--- config.mk ---
export PLATFORM = sky130hd
export DESIGN_NAME = multi_cycle_ctrl
export DESIGN_NICKNAME = d
export VERILOG_FILES = /design/src/rtl/mips_defs.sv /design/src/rtl/ctrl_decode.sv /design/src/rtl/multi_cycle_ctrl.sv
export SDC_FILE = /design/constraint.sdc
export NUM_CORES = 1
export LEC_CHECK = 0
export CORE_AREA = 2 2 71 124
export CTS_BUF_LIST = sky130_fd_sc_hd__clkbuf_4
export DETAILED_ROUTE_END_ITERATION = 16
export DIE_AREA = 0 0 73 126
export PLACE_DENSITY = 0.86
export SKIP_LAST_GASP = 1
export SYNTH_ARGS = -nofsm -noshare
export SYNTH_HDL_FRONTEND = slang
export SYNTH_SLANG_ARGS = --single-unit
--- constraint.sdc ---
create_clock -name clk -period 1.9 [get_ports clk]
set_clock_uncertainty 0.15 [all_clocks]
set_input_delay 0.19 -clock clk [delete_from_list [all_inputs] [get_ports clk]]
set_output_delay 0.19 -clock clk [all_outputs]
set_load 0.05 [all_outputs]
--- src/rtl/mips_defs.sv ---
// -----------------------------------------------------------------------------
// mips_defs
// Shared definitions for the multi-cycle MIPS control unit:
//   - opcode / funct field values of the supported instructions
//   - FSM state codes (FETCH=0 .. WB=4)
//   - instruction class produced by the decoder
//   - packed bundle of datapath select signals
// -----------------------------------------------------------------------------
package mips_defs;

  // Opcode field ir[31:26]
  localparam logic [5:0] OP_RTYPE = 6'b000000;
  localparam logic [5:0] OP_ORI   = 6'b001101;
  localparam logic [5:0] OP_LW    = 6'b100011;
  localparam logic [5:0] OP_SW    = 6'b101011;
  localparam logic [5:0] OP_BEQ   = 6'b000100;
  localparam logic [5:0] OP_LUI   = 6'b001111;
  localparam logic [5:0] OP_JAL   = 6'b000011;

  // Funct field ir[5:0] for R-type
  localparam logic [5:0] FN_ADD = 6'b100000;
  localparam logic [5:0] FN_SUB = 6'b100010;
  localparam logic [5:0] FN_JR  = 6'b001000;

  // FSM state codes; 5..7 are unused encodings
  typedef enum logic [2:0] {
    S_FETCH  = 3'd0,
    S_DECODE = 3'd1,
    S_EXE    = 3'd2,
    S_MEM    = 3'd3,
    S_WB     = 3'd4
  } state_t;

  // Instruction class, drives the FSM path through EXE/MEM/WB
  typedef enum logic [3:0] {
    C_NOP,
    C_ILL,
    C_ADD,
    C_SUB,
    C_JR,
    C_ORI,
    C_LW,
    C_SW,
    C_BEQ,
    C_LUI,
    C_JAL
  } iclass_t;

  // Datapath select bundle (order matches the top-level output grouping)
  typedef struct packed {
    logic add;
    logic cin;
    logic aluop;
    logic lui;
    logic regc;
    logic wd;
    logic bsel;
    logic extop;
  } sel_t;

endpackage

--- src/rtl/ctrl_decode.sv ---
// -----------------------------------------------------------------------------
// ctrl_decode
// Purely combinational decode of the latched instruction word.
// Ports:
//   ir     in  32  latched instruction
//   iclass out     instruction class (nop / illegal / one per supported op)
//   sel    out     datapath select signals for that instruction
// -----------------------------------------------------------------------------
module ctrl_decode
  import mips_defs::*;
(
  input  logic [31:0] ir,
  output iclass_t     iclass,
  output sel_t        sel
);

  logic [5:0] opcode;
  logic [5:0] funct;

  assign opcode = ir[31:26];
  assign funct  = ir[5:0];

  always_comb begin
    // NOTE: every output gets a default before any branch, so no path can
    // leave a value unassigned and infer a latch.
    iclass = C_ILL;
    sel    = '0;

    // Only the all-zero word is a nop; other funct-0 R-types are illegal.
    if (ir == 32'h0) begin
      iclass = C_NOP;
    end else begin
      case (opcode)
        OP_RTYPE: begin
          case (funct)
            FN_ADD:  iclass = C_ADD;
            FN_SUB:  iclass = C_SUB;
            FN_JR:   iclass = C_JR;
            default: iclass = C_ILL;
          endcase
        end
        OP_ORI:  iclass = C_ORI;
        OP_LW:   iclass = C_LW;
        OP_SW:   iclass = C_SW;
        OP_BEQ:  iclass = C_BEQ;
        OP_LUI:  iclass = C_LUI;
        OP_JAL:  iclass = C_JAL;
        default: iclass = C_ILL;
      endcase
    end

    case (iclass)
      C_ADD: begin sel.regc = 1'b1; sel.add = 1'b1; end
      C_SUB: begin sel.regc = 1'b1; sel.add = 1'b1; sel.cin = 1'b1; end
      C_ORI: begin sel.bsel = 1'b1; sel.aluop = 1'b1; end
      C_LW:  begin sel.bsel = 1'b1; sel.extop = 1'b1; sel.add = 1'b1; sel.wd = 1'b1; end
      C_SW:  begin sel.bsel = 1'b1; sel.extop = 1'b1; sel.add = 1'b1; end
      C_BEQ: begin sel.add = 1'b1; sel.cin = 1'b1; end
      C_LUI: begin sel.bsel = 1'b1; sel.lui = 1'b1; end
      default: sel = '0;
    endcase
  end

endmodule

--- src/rtl/multi_cycle_ctrl.sv ---
// -----------------------------------------------------------------------------
// multi_cycle_ctrl
// Control unit of the multi-cycle MIPS core. Latches the fetched instruction
// into IR, sequences FETCH/DECODE/EXE/MEM/WB as a Moore FSM and raises every
// architectural write enable for exactly one cycle per instruction.
// Ports:
//   clk, reset (async, active low)
//   instr   in  32  instruction memory output for current pc
//   result  in   1  ALU equal flag (consumed directly by the NPC mux)
//   ir_out  out 32  latched instruction
//   pc_we, we, sw   out  PC / GRF / DM write enables
//   add, cin, aluop, lui, RegC, WD, Bsel, EXTop   out  datapath selects
//   beq, jal, jr    out  NPC source selects
//   state   out  3  current FSM state
//   illegal out  1  one-cycle pulse on unsupported encoding
//   retired out CNT_W  instructions completed since reset (wraps)
// -----------------------------------------------------------------------------
module multi_cycle_ctrl
  import mips_defs::*;
#(
  parameter int CNT_W = 32
) (
  input  logic             clk,
  input  logic             reset,
  input  logic [31:0]      instr,
  input  logic             result,
  output logic [31:0]      ir_out,
  output logic             pc_we,
  output logic             add,
  output logic             cin,
  output logic             aluop,
  output logic             lui,
  output logic             RegC,
  output logic             WD,
  output logic             Bsel,
  output logic             EXTop,
  output logic             beq,
  output logic             jal,
  output logic             jr,
  output logic             we,
  output logic             sw,
  output logic [2:0]       state,
  output logic             illegal,
  output logic [CNT_W-1:0] retired
);

  state_t           state_q, state_d;
  logic [31:0]      ir_q;
  logic [CNT_W-1:0] retired_q;

  iclass_t iclass;
  sel_t    dec_sel;
  sel_t    sel_c;
  logic    pc_we_c, we_c, sw_c, ill_c, beq_c, jal_c, jr_c;

  // The branch decision is made by the NPC mux from result and beq; the
  // control FSM is Moore and takes the same path whether or not it is taken.
  logic unused_result;
  assign unused_result = result;

  ctrl_decode u_decode (
    .ir     (ir_q),
    .iclass (iclass),
    .sel    (dec_sel)
  );

  always_ff @(posedge clk or negedge reset) begin
    if (!reset) begin
      state_q   <= S_FETCH;
      ir_q      <= '0;
      retired_q <= '0;
    end else begin
      // NOTE: sequential state uses non-blocking assignments so every
      // register samples pre-edge values, independent of statement order.
      state_q <= state_d;
      if (state_q == S_FETCH) ir_q <= instr;
      if (pc_we_c) retired_q <= retired_q + CNT_W'(1);
    end
  end

  always_comb begin
    state_d = S_FETCH;
    pc_we_c = 1'b0;
    we_c    = 1'b0;
    sw_c    = 1'b0;
    ill_c   = 1'b0;
    beq_c   = 1'b0;
    jal_c   = 1'b0;
    jr_c    = 1'b0;
    sel_c   = '0;

    case (state_q)
      S_FETCH: state_d = S_DECODE;

      S_DECODE: begin
        sel_c = dec_sel;
        if (iclass == C_NOP || iclass == C_ILL) begin
          pc_we_c = 1'b1;
          ill_c   = (iclass == C_ILL);
        end else if (iclass == C_JAL) begin
          state_d = S_WB;
        end else begin
          state_d = S_EXE;
        end
      end

      S_EXE: begin
        sel_c = dec_sel;
        case (iclass)
          C_BEQ:      begin pc_we_c = 1'b1; beq_c = 1'b1; end
          C_JR:       begin pc_we_c = 1'b1; jr_c  = 1'b1; end
          C_LW, C_SW: state_d = S_MEM;
          default:    state_d = S_WB;
        endcase
      end

      S_MEM: begin
        sel_c = dec_sel;
        if (iclass == C_SW) begin
          sw_c    = 1'b1;
          pc_we_c = 1'b1;
        end else begin
          state_d = S_WB;
        end
      end

      S_WB: begin
        sel_c   = dec_sel;
        we_c    = 1'b1;
        pc_we_c = 1'b1;
        jal_c   = (iclass == C_JAL);
      end

      // Unused encodings fall back to FETCH with everything deasserted.
      default: state_d = S_FETCH;
    endcase
  end

  // Enables are also qualified by reset so nothing can pulse while it is low,
  // even in the delta before the state register clears.
  assign pc_we   = pc_we_c & reset;
  assign we      = we_c    & reset;
  assign sw      = sw_c    & reset;
  assign illegal = ill_c   & reset;
  assign beq     = beq_c;
  assign jal     = jal_c;
  assign jr      = jr_c;

  assign {add, cin, aluop, lui, RegC, WD, Bsel, EXTop} = sel_c;

  assign ir_out  = ir_q;
  assign state   = state_q;
  assign retired = retired_q;

endmodule
==> run metrics, run 1 <==
I/O pin cnt=117; Clock Pin Slew Worst Setup and Hold Paths=0.11 ns; Post-synth EDFFs=0; GRT Util Overall=0.2870; placed cells=648; CTS Buf Count=9; vias in the first global route=4164; CTS root buf=clkbuf_4; Antenna Violating Nets Remaining=0; Synthesis Warnings=0; Synth area leader=dfrtp_1; CP Data Required Time=1.56 ns; post-synth net total=404; DR vias=3858; die area=9198 um2; Syn Area/Cell=9.449 um2; site row count=44; Core Area=8203 um2; cell count after synthesis=368; CP Capture Type=output pin; worst-case vdd ir drop=1577 uV; Min-Delay Path Class=input port to flop; P per Cell Area=1686 nW/um2; Synth Flop Type=dfrtp_1; largest net degree at the start of global routing=39; # DRC=0; final setup vio count=49; Die Span X=73 um; final std cells w/o fill=690; asr flop ratio synth=1.000; port bufs=115; Hold Fails Final Rpt=0; status=finished, violations left; RSZ-0062 raised after global routing=true; top cells by area, synth=dfrtp_1 (48%), nand2_1 (11%), xnor2_1 (8.3%), o2111ai_1 (3.8%), o211ai_1 (2.8%); clock insertion delay at the later pin of the skew report=0.43 ns; leakage=2.993 nW; hold_ws=0.1230 ns; Period minus WS final=2.755 ns; DP HPWL=8.286 mm; setup ws final=-0.8546 ns; crit path launch type=flop; initial detailed-routing violation count=257; Seq/Total Area, Yosys=0.4822; Initial Util=0.4239; reg-to-reg slack, setup=-0.67 ns; final slew viol count=0; CTS Sinks=67; grt ovf=0; worst-margin pin slew=0.4915 ns; Synth top area share=0.4822; synthesis-to-layout area growth=84.20%; Slew headroom=0.6737; Final #Nets=629; Post-Route WL=12.94 mm; failing checks=negative setup slack; Netlist Area Pre-Place=3477 um2; Routed WL per cell=18.75 um; share of layout cells above drive strength 1=0.4799; Max clock buf depth=2; Max-cap violations=0; worst endpoint data arrival time=2.41 ns; Worst Path Max Fanout=3; htree depth=3; WS Path Type=flop to output pin; dpl ws=-0.4167 ns; CTS tree=built; first-pass iteration count of the detailed router=5; Die Y=126 um; GP Congestion=0.8666; initial antenna violation count=0; FMAX=363.0 MHz; antenna cells=0; Final period util=1.450; Vias/cell=5.591; first-pass GRT wire length=20.22 mm; register bit total from synthesis=67; synth unique cells=44
-- timing repair --
action                                  in CTS  in global routing
pin swaps                                   43                 39
hold endpoints to repair                    67                  0
gates cloned                                 3                  0
hold buffers                                 1                  0
gates resized for setup                     75                 39
endpoints found under the setup margin      62                 50
setup buffers                               21                  8
-- worst paths after layout --
check	from	endpoint	cells after the start
max	ir_out[31]$_DFFE_PN0P_	Bsel	8
min	instr[25]	ir_out[25]$_DFFE_PN0P_	3
max reg2reg	ir_out[28]$_DFFE_PN0P_	retired[25]$_DFFE_PN0P_	12
min reg2reg	retired[31]$_DFFE_PN0P_	retired[31]$_DFFE_PN0P_	1
max in group asynchronous	reset	ir_out[1]$_DFFE_PN0P_	3
min in group asynchronous	reset	retired[6]$_DFFE_PN0P_	3
-- area by class of cell --
class,count,area (um2)
flip-flops and latches,67,1693
clock inverters,5,30.03
fillers,442,1798
repair buffers,233,2205
well taps,92,115.1
clock buffers,11,82.58
inverters,5,18.77
multi-input cells,277,2261
-- cell families (layout without fill, tap and decap cells) --
kind of cell | after synthesis | after routing | share of synthesized area
flip-flops | 67 | 67 | 0.4822
XOR/XNOR | 33 | 33 | 0.08312
buffers and inverters | 24 | 254 | 0.03706
AO/OA/AOI/OAI | 53 | 53 | 0.1195
AND/OR/NAND/NOR | 189 | 189 | 0.2713
multiplexers | 1 | 1 | 0.003238
adder cells (fa/ha/maj) | 1 | 1 | 0.003598
-- through the flow --
stage	utilization	area (um2)	TNS [ns]	power (mW)
after floorplan	-	3654	-19.01	6.168
after global placement	0.6713	5507	-11.50	8.586
after detailed placement	0.6713	5507	-12.59	8.754
after CTS	0.7559	6201	-24.52	10.37
after global routing	0.7808	6405	-31.82	11.35
final	0.7808	6405	-28.98	10.80
-- state kept, by name (all words and copies together), names as in the netlist --
register,count
state,3
retired,32
ir_out,32
-- cells in the final DEF, fill, tap and decap left out, drive strengths merged, types with 2 or more instances in the layout --
master and instances:
dlygate4sd2 14, nor4bb 2, nor3b 6, a31oi 2, a21oi 3, clkinv 4
nand3 3, nor4 8, and3 15, nor2 15, nor2b 4, clkbuf 11
and4 3, o211ai 14, inv 5, nand4 7, dfrtp 67, buf 186
o22ai 2, a211oi 2, and2 8, o21ai 9, nand2 105, or3 2
o2111ai 15, nand2b 3, clkdlybuf4s50 32, xnor2 33, nor3 5
-- report_power, final --
part	internal (mW)	switching [mW]	leakage, nW
Sequential	1.90	0.503	0.849
Combinational	3.01	4.55	2.08
Clock	0.292	0.542	0.0643
-- critical path, stage by stage, from the launching register on --
cell	delay, ns
dfrtp_2	0.45
buf_4	0.15
nand2b_4	0.14
a32o_2	0.32
a21oi_2	0.15
o211ai_1	0.14
buf_4	0.18
a211oi_4	0.25
buf_6	0.20
-- layer usage --
layer	global-route usage	vias to the layer above	wire length, um
li1	-	1749	-
met1	0.2871	1880	4406
met2	0.5172	170	7215
met3	0.06960	59	660
met4	0.1634	0	655
met5	0	-	0
-- cell usage after synthesis, types with 3 or more instances --
master     instances
nor2b_1            4
and3_1            15
clkbuf_1           8
nor3b_1            6
o211ai_1          13
inv_1              4
nor2_1            15
buf_6              4
and2_1             8
nand3_1            3
dfrtp_1           67
buf_2              6
and4_1             3
o2111ai_1         15
nand2b_1           3
o21ai_1            5
nand2_1          105
xnor2_1           33
a21oi_1            3
o21ai_0            4
nor3_1             4
nor4_1             6
nand4_1            7
Note: power is estimated with default switching activity, not from simulation.
==> inputs of run 2 (changes only) <==
- CTS_CLUSTER_SIZE: unset -> 12
==> results of run 2 <==
The final DEF is identical to that of run 1; final timing and power are the same.
